===== src/rtl/btn_event_pkg.sv =====
// Shared types for the button event queue: FSM states, event record, hold-counter width.
// The BTN_AUTOREPEAT_EN macro (see button_event_queue) decides whether the repeat path is built.
package btn_event_pkg;

  localparam int unsigned CNT_W = 25;

  typedef enum logic [1:0] {
    ST_IDLE,
    ST_WAIT,
    ST_REPEAT
  } btn_state_e;

  typedef struct packed {
    logic [2:0] code;
    logic       rep;
  } btn_event_t;

  function automatic logic [CNT_W-1:0] cnt_sat_inc(input logic [CNT_W-1:0] c);
    return (c == '1) ? c : c + CNT_W'(1);
  endfunction

endpackage


===== src/rtl/btn_event_fifo.sv =====
// Small event FIFO; a pop frees a slot for a push in the same cycle even when full.
module btn_event_fifo
  import btn_event_pkg::*;
#(
  parameter int unsigned DEPTH = 4
) (
  input  logic       clk,
  input  logic       rst_n,
  input  btn_event_t push_data,
  input  logic       push,
  input  logic       pop,
  output btn_event_t pop_data,
  output logic       full,
  output logic       empty
);

  localparam int unsigned AW = $clog2(DEPTH);

  logic [AW:0] wr_ptr;
  logic [AW:0] rd_ptr;
  btn_event_t  mem [DEPTH];
  logic        do_pop;
  logic        do_push;

  assign empty   = (wr_ptr == rd_ptr);
  assign full    = (wr_ptr[AW] != rd_ptr[AW]) && (wr_ptr[AW-1:0] == rd_ptr[AW-1:0]);
  assign do_pop  = pop && !empty;
  assign do_push = push && (!full || do_pop);

  always_ff @(posedge clk or negedge rst_n) begin
    if (!rst_n) begin
      wr_ptr <= '0;
      rd_ptr <= '0;
    end else begin
      if (do_push) wr_ptr <= wr_ptr + (AW+1)'(1);
      if (do_pop)  rd_ptr <= rd_ptr + (AW+1)'(1);
    end
  end

  always_ff @(posedge clk) begin
    if (do_push) mem[wr_ptr[AW-1:0]] <= push_data;
  end

  // Head is forced to zero when empty so the outputs read zero out of reset.
  assign pop_data = empty ? '0 : mem[rd_ptr[AW-1:0]];

endmodule


===== src/rtl/button_event_queue.sv =====
// Turns debounced button levels into queued press / auto-repeat events.
// Define BTN_AUTOREPEAT_EN to build the hold counters and repeat events.
module button_event_queue
  import btn_event_pkg::*;
#(
  parameter int unsigned NUM_BTN       = 5,
  parameter int unsigned REPEAT_DELAY  = 25000000,
  parameter int unsigned REPEAT_PERIOD = 5000000,
  parameter int unsigned FIFO_DEPTH    = 4
) (
  input  logic               clk,
  input  logic               rst_n,
  input  logic [NUM_BTN-1:0] btn_filtered,
  output logic               ev_valid,
  input  logic               ev_ready,
  output logic [2:0]         ev_code,
  output logic               ev_repeat,
  output logic               overflow
);

  logic [NUM_BTN-1:0] btn_q;
  logic               btn_q_vld;
  logic [NUM_BTN-1:0] armed;
  logic [NUM_BTN-1:0] press_ev;
  logic [NUM_BTN-1:0] rep_ev;
  logic [NUM_BTN-1:0] pend;
  logic [NUM_BTN-1:0] pend_rep;
  logic [NUM_BTN-1:0] clr_mask;
  btn_state_e         state [NUM_BTN];

  logic       sel_valid;
  logic [2:0] sel_code;
  logic       sel_rep;
  logic       push_ok;
  logic       pop_req;
  logic       fifo_full;
  logic       fifo_empty;
  btn_event_t head;

`ifdef BTN_AUTOREPEAT_EN
  localparam logic [CNT_W-1:0] DELAY_LAST  = CNT_W'(REPEAT_DELAY - 1);
  localparam logic [CNT_W-1:0] PERIOD_LAST = CNT_W'(REPEAT_PERIOD - 1);
  logic [CNT_W-1:0] cnt [NUM_BTN];
`else
  assign rep_ev = '0;
`endif

  // A button must be seen released after reset before it can raise a press.
  always_ff @(posedge clk or negedge rst_n) begin
    if (!rst_n) begin
      btn_q     <= '0;
      btn_q_vld <= 1'b0;
      armed     <= '0;
      press_ev  <= '0;
`ifdef BTN_AUTOREPEAT_EN
      rep_ev    <= '0;
`endif
      for (int unsigned i = 0; i < NUM_BTN; i++) begin
        state[i] <= ST_IDLE;
`ifdef BTN_AUTOREPEAT_EN
        cnt[i]   <= '0;
`endif
      end
    end else begin
      btn_q     <= btn_filtered;
      btn_q_vld <= 1'b1;
      press_ev  <= '0;
`ifdef BTN_AUTOREPEAT_EN
      rep_ev    <= '0;
`endif
      for (int unsigned i = 0; i < NUM_BTN; i++) begin
        if (btn_q_vld && !btn_q[i]) armed[i] <= 1'b1;
        if (!btn_q[i]) begin
          state[i] <= ST_IDLE;
`ifdef BTN_AUTOREPEAT_EN
          cnt[i]   <= '0;
`endif
        end else begin
          case (state[i])
            ST_IDLE: if (armed[i]) begin
              state[i]    <= ST_WAIT;
              press_ev[i] <= 1'b1;
`ifdef BTN_AUTOREPEAT_EN
              cnt[i]      <= '0;
`endif
            end
`ifdef BTN_AUTOREPEAT_EN
            ST_WAIT: if (cnt[i] == DELAY_LAST) begin
              state[i]  <= ST_REPEAT;
              rep_ev[i] <= 1'b1;
              cnt[i]    <= '0;
            end else begin
              cnt[i] <= cnt_sat_inc(cnt[i]);
            end
            ST_REPEAT: if (cnt[i] == PERIOD_LAST) begin
              rep_ev[i] <= 1'b1;
              cnt[i]    <= '0;
            end else begin
              cnt[i] <= cnt_sat_inc(cnt[i]);
            end
`else
            ST_WAIT: state[i] <= ST_WAIT;
`endif
            default: state[i] <= ST_IDLE;
          endcase
        end
      end
    end
  end

  assign pop_req = ev_valid && ev_ready;

  always_comb begin
    sel_valid = 1'b0;
    sel_code  = '0;
    sel_rep   = 1'b0;
    clr_mask  = '0;
    for (int unsigned i = 0; i < NUM_BTN; i++) begin
      if (pend[i] && !sel_valid) begin
        sel_valid = 1'b1;
        sel_code  = 3'(i);
        sel_rep   = pend_rep[i];
        clr_mask  = NUM_BTN'(1) << i;
      end
    end
    push_ok = sel_valid && (!fifo_full || pop_req);
    if (!push_ok) clr_mask = '0;
  end

  // A pending bit that is being pushed this cycle is free to take a new event.
  always_ff @(posedge clk or negedge rst_n) begin
    if (!rst_n) begin
      pend     <= '0;
      pend_rep <= '0;
      overflow <= 1'b0;
    end else begin
      for (int unsigned i = 0; i < NUM_BTN; i++) begin
        if (press_ev[i] || rep_ev[i]) begin
          if (pend[i] && !clr_mask[i]) begin
            overflow <= 1'b1;
          end else begin
            pend[i]     <= 1'b1;
            pend_rep[i] <= rep_ev[i];
          end
        end else if (clr_mask[i]) begin
          pend[i] <= 1'b0;
        end
      end
    end
  end

  btn_event_fifo #(
    .DEPTH (FIFO_DEPTH)
  ) u_fifo (
    .clk       (clk),
    .rst_n     (rst_n),
    .push_data ('{code: sel_code, rep: sel_rep}),
    .push      (push_ok),
    .pop       (pop_req),
    .pop_data  (head),
    .full      (fifo_full),
    .empty     (fifo_empty)
  );

  assign ev_valid  = !fifo_empty;
  assign ev_code   = head.code;
  assign ev_repeat = head.rep;

endmodule

===== config.mk =====
export PLATFORM = sky130hd
export DESIGN_NAME = button_event_queue
export DESIGN_NICKNAME = d
export VERILOG_FILES = /design/src/rtl/btn_event_pkg.sv /design/src/rtl/btn_event_fifo.sv /design/src/rtl/button_event_queue.sv
export SDC_FILE = /design/constraint.sdc
export NUM_CORES = 1
export LEC_CHECK = 0
export CORE_MARGIN = 3
export CORE_UTILIZATION = 40
export DETAILED_ROUTE_END_ITERATION = 8
export GPL_ROUTABILITY_DRIVEN = 0
export HOLD_SLACK_MARGIN = 0.06
export PLACE_DENSITY = 0.58
export SYNTH_ARGS = -nofsm -noshare
export SYNTH_HDL_FRONTEND = slang
export SYNTH_SLANG_ARGS = --single-unit

===== constraint.sdc =====
create_clock -name clk -period 5.4 [get_ports clk]
set_clock_uncertainty 0.05 [all_clocks]
set_input_delay 1.35 -clock clk [delete_from_list [all_inputs] [get_ports clk]]
set_output_delay 1.35 -clock clk [all_outputs]
set_load 0.1 [all_outputs]

# Yosys cells after proc, flatten, opt, wreduce, memory -nomap -nowiden
# Memory sizes are Yosys's and may differ from the RTL's.
# Cells that the tools add are included.
[classes]
n_reduce_logical = 52
magnitude_cmp = 0
div_mod_pow = 0
muxes = 73
n_eq_ne = 18
multipliers = 0
n_addsub = 2
shift = 0
bitwise = 0
[ops]
columns = ["operator", "n"]
rows = [
  ["two-way mux 1 bit", 49],
  ["two-way mux 5 bit", 5],
  ["two-way mux 2 bit", 10],
  ["case mux 2 bit (2 select lines)", 5],
  ["logical AND 1 bit", 19],
  ["logical NOT 1 bit", 16],
  ["!= test 3 bit, second input constant", 5],
  ["equality test 2 x 1 -> 1 bit, second input constant", 5],
  ["logical NOT 2 bit", 5],
  ["!= test 2 bit, second input constant", 5],
  ["AND reduction 2 bit", 5],
  ["nonzero test 2 bit", 5],
  ["two-way mux 3 bit", 3],
  ["adder 3 x 1 -> 3 bit, second input constant", 2],
  ["two-way mux 4 bit", 1],
  ["equality test 3 bit", 1],
  ["equality test 2 bit", 1],
  ["logical OR 1 bit", 2],
  ["!= test 1 bit", 1],
]
[totals]
word_cells = 167
output_inout_bits = 6
in_bits = 8
latchBits = 0
rom_bits = 0
regBits = 38
ram_bits = 12
memories = 1
[mem_list]
columns = ["name", "depth", "word_bits", "rd", "rd_ports_with_merged_regs", "write_ports", "line_no", "rtl"]
rows = [
  ["u_fifo.mem", 4, 3, 1, 0, 1, "btn_event_fifo.sv:21", "btn_event_t mem [DEPTH];"],
]

# Logic depth before layout (Yosys ltp)
[logic_depth]
ltp_word = 27
ltp_mapped = 6
depth_no_buf = 4

# Modules after synthesis
# From an unflattened synthesis, not the netlist that was laid out.
[hier_totals]
hier_cells = 151
hier_area_um2 = 2074.5
[by_module_without_submodules]
columns = ["mod", "n_inst", "area_per_inst_um2", "cells_each"]
rows = [
  ["btn_event_fifo", 1, 1048.5, 60],
  ["button_event_queue", 1, 1026.0, 91],
]

# Worst setup path after synthesis
# No wires, ideal clock.
[synth_timing]
path_kind = "register -> output"
startpoint = "reg u_fifo.rd_ptr[0]"
endpoint = "out ev_code[0]"
stages_incl_launch_ff = 5
n_path_buf = 1
arrival_ns = 2.364
slack_ns = 1.636
cell_sequence = "dfrtp_1 > buf_4 > xnor2_1 > nand3b_1 > and2_1"
[synth_between]
elab_chain_cells = 2
word_cells_on_any_way = 3
cone_classes = "eq/ne: 1; mux: 1; memory: 1"
[synth_lines]
columns = ["element", "line_no", "rtl"]
rows = [
  ["start, declared", "btn_event_fifo.sv:20", "logic [AW:0] rd_ptr;"],
  ["start signal, assigned", "btn_event_fifo.sv:36", "if (do_pop) rd_ptr <= rd_ptr + (AW+1)'(1);"],
  ["memory read (4 x 3 bit) / equality test 3 bit (equally long branches)", "n/a", ""],
  ["two-way mux 4 bit (*)", "btn_event_fifo.sv:45", "assign pop_data = empty ? '0 : mem[rd_ptr[AW-1:0]];"],
  ["end, declared", "button_event_queue.sv:16", "output logic [2:0] ev_code,"],
]
# Every way passes the cells marked *; elsewhere a longest branch is shown, timed or not.

# Worst setup path in the final report
[layout_timing]
startpoint = "reg u_fifo.rd_ptr[0]"
endpoint = "out ev_code[2]"
# Same word-level chain as after synthesis.

==> flow_summary.toml <==
[status]
status = "finished clean"

[global_route]
grt_first_pass_wirelength_um = 4970
grt_usage_pct = 12.2
gr-total-overflow = 0
grt_max_degree = 34
antenna_found_initial = 0
grt_pass1_vias = 1125

[timing]
fin_crit_sh_pct = 72.4
rsz0062_at_grt = "no"
max_slew_margin_pct = 35.4
worst_pin_slew_ns = 0.966
hold-worst-slack_ns = 0.366
max_clock_freq_ghz = 0.256
fin_ws_ns = 1.49
layout_min_cycle_time_ns = 3.91
hold_violations = 0
slew_violations = 0
fin_tns_setup_ns = 0
setup_violations = 0

[cts]
clock-root-buffer = "clkbuf_8"
cts_buffer_depth = 2
ctsHtreeMaxLevel = 2
worst_skew_pair.late_latency_ns = 0.29
numCtsBuffers = 5
cts_resized = 0
clock_sinks = 45
cts_setup_buffers = 0
postCtsHoldBufs = 0
cts_tree = "yes"
cts.reportedPaths.clkPinSlew_ns = 0.08

[synth]
synth-seq-area-share_pct = 63.2
synthArstFlopShare_pct = 73.3
syn_area_per_cell_um2 = 13.5
yosysMostFrequentCell = "dfrtp_1"
netlist_top_cells_count = "dfrtp_1 (33), nor2_1 (18), edfxtp_1 (12), inv_1 (12), nand2_1 (8)"
syn_area_um2 = 1880
synth_top_flop_cell = "dfrtp_1"
yosys.area.top_type = "dfrtp_1"
syn_inst = 139
synthesis.nets = 152
ys_warn_count = 0
ys_ff_latch = 45
synth_cell_types = 38
synth_top_area_share_pct = 44.0
synth_edf_count = 12
synth_area_leaders = "dfrtp_1 (44%), edfxtp_1 (19%), nor2_1 (3.6%), ha_1 (3.3%), inv_1 (2.4%)"

[finish]
final_core_util_pct = 47.2
areaGrowthSynthToFinish_pct = 11.8
diodes = 0
final_nets = 167
layout.cells.non_filler = 206
drive_above_1_share_pct = 13.6
n_fill_cell = 402

[job]
max_cap_violations = 0

[placed_design]
dp_hpwl_um = 2080
port_buffers = 12
place_inst = 199
dpl_worst_slack_ns = 1.78

[drt]
dr_total_vias = 1028
first_iter_violations = 49
ant_nets = 0
drt-total-wl_um = 2770
drcViolationCount = 0
firstDrtPassIters = 4
vias_per_cell = 4.99
wl_per_cell_um = 13.4

[min_path]
hp-start = "state[8]$_DFFE_PN0P_"
hp-class = "register to register"

[setup_path]
cp.required_ns = 4.00
crit_path_max_incr_delay_ns = 0.96
critPathBufInv = 1
start_kind = "register"
cp_max_fo = 6
worstSetupEndpointType = "output pin"
slowest_stage = "clkdlybuf4s50_1"
crit_chain = "mux4_1, and2_1, clkdlybuf4s50_1"
critPathKind = "register to output pin"
crit_family = "buffers and inverters"
cp-startpoint = "u_fifo.rd_ptr[0]$_DFFE_PN0P_"
cp.arrival_ns = 2.51
reg2reg_from = "u_fifo.rd_ptr[0]$_DFFE_PN0P_"

[power]
power_density_nw_per_um2 = 616
peakVddDrop_mv = 0.634
leakagePower_uw = 0.000924

[floorplanning]
die_w_um = 74.5
dieArea_um2 = 5550
core_um2 = 4440
row_count = 24
start_util_pct = 42.2
io_pins = 14
die_h_um = 74.5
==> registers in the layout (all words and copies together), names as in the netlist <==
signal and flops:
btn_q 5, u_fifo.rd_ptr 3, armed 5, press_ev 5, pend 5, btn_q_vld 1, u_fifo.wr_ptr 3, state 5
overflow 1, u_fifo.mem 12
==> cells in the final DEF, fill, tap and decap left out, types with 2 or more instances in the layout <==
master and n:
edfxtp_1 12, o21ai_0 2, nand2_1 8, xor2_1 2, mux4_2 2, dfrtp_1 33, and2_2 3, and2_1 3
ha_1 5, conb_1 2, xnor2_1 5, inv_1 12, clkbuf_8 6, nand2b_1 2, clkdlybuf4s50_1 12, a21o_1 5
nor2_1 18
==> cell type report <==
class	count	area (µm²)	area share (%)
tap	52	65.1	3.10
multi-input combinational	77	587	28.0
sequential	45	1190	56.6
inverter	12	45.0	2.15
clock buffer	7	86.3	4.12
timing repair buffer	13	128	6.09
==> per-layer routing <==
layer  share of wire [%]  GRT usage [%]  routed length, µm
met3                 3.1           4.05                 87
met2                  53           21.0               1480
met4                 1.9           6.52                 52
met1                  41           13.4               1150
met5                   0              0                  0
==> kinds of logic after synthesis <==
group / synth area share, %
DFF: 63.2
and+or+nand+nor: 12.5
buffers and inverters: 5.47
AOI/OAI and AO/OA: 6.61
xor gates and xnor gates: 3.27
adders and majority gates: 3.34
muxes: 5.20
other: 0.400
==> power breakdown <==
part / switching, µW / internal [µW]
Combinational: 375 / 196
Sequential: 70.8 / 450
Clock: 99.2 / 101
==> through the flow <==
| step | area (µm²) | total power, µW |
|---|---|---|
| 4_1_cts | 2100 | 1310 |
| 5_1_grt | 2100 | 1370 |
| 6_report | 2100 | 1290 |
| 2_1_floorplan | 1880 | 997 |
| 3_5_place_dp | 2010 | 1110 |
| 3_3_place_gp | 2010 | 1090 |
==> worst paths after layout <==
| kind | slack (ns) | cells after the start | endpoint |
|---|---|---|---|
| worst min register to register | 0.37 | 1 | press_ev[0]$_DFF_PN0_ |
| max in group asynchronous | 3.59 | 2 | pend[3]$_DFFE_PN0P_ |
| worst max-delay path | 1.49 | 3 | ev_code[2] |
| min in group asynchronous | 1.40 | 2 | u_fifo.rd_ptr[1]$_DFFE_PN0P_ |
| worst min-delay path | 0.37 | 1 | press_ev[0]$_DFF_PN0_ |
| worst max register to register | 3.57 | 4 | u_fifo.mem[2][2]$_DFFE_PP_ |
No activity file was read; power rests on OpenSTA's default activity.
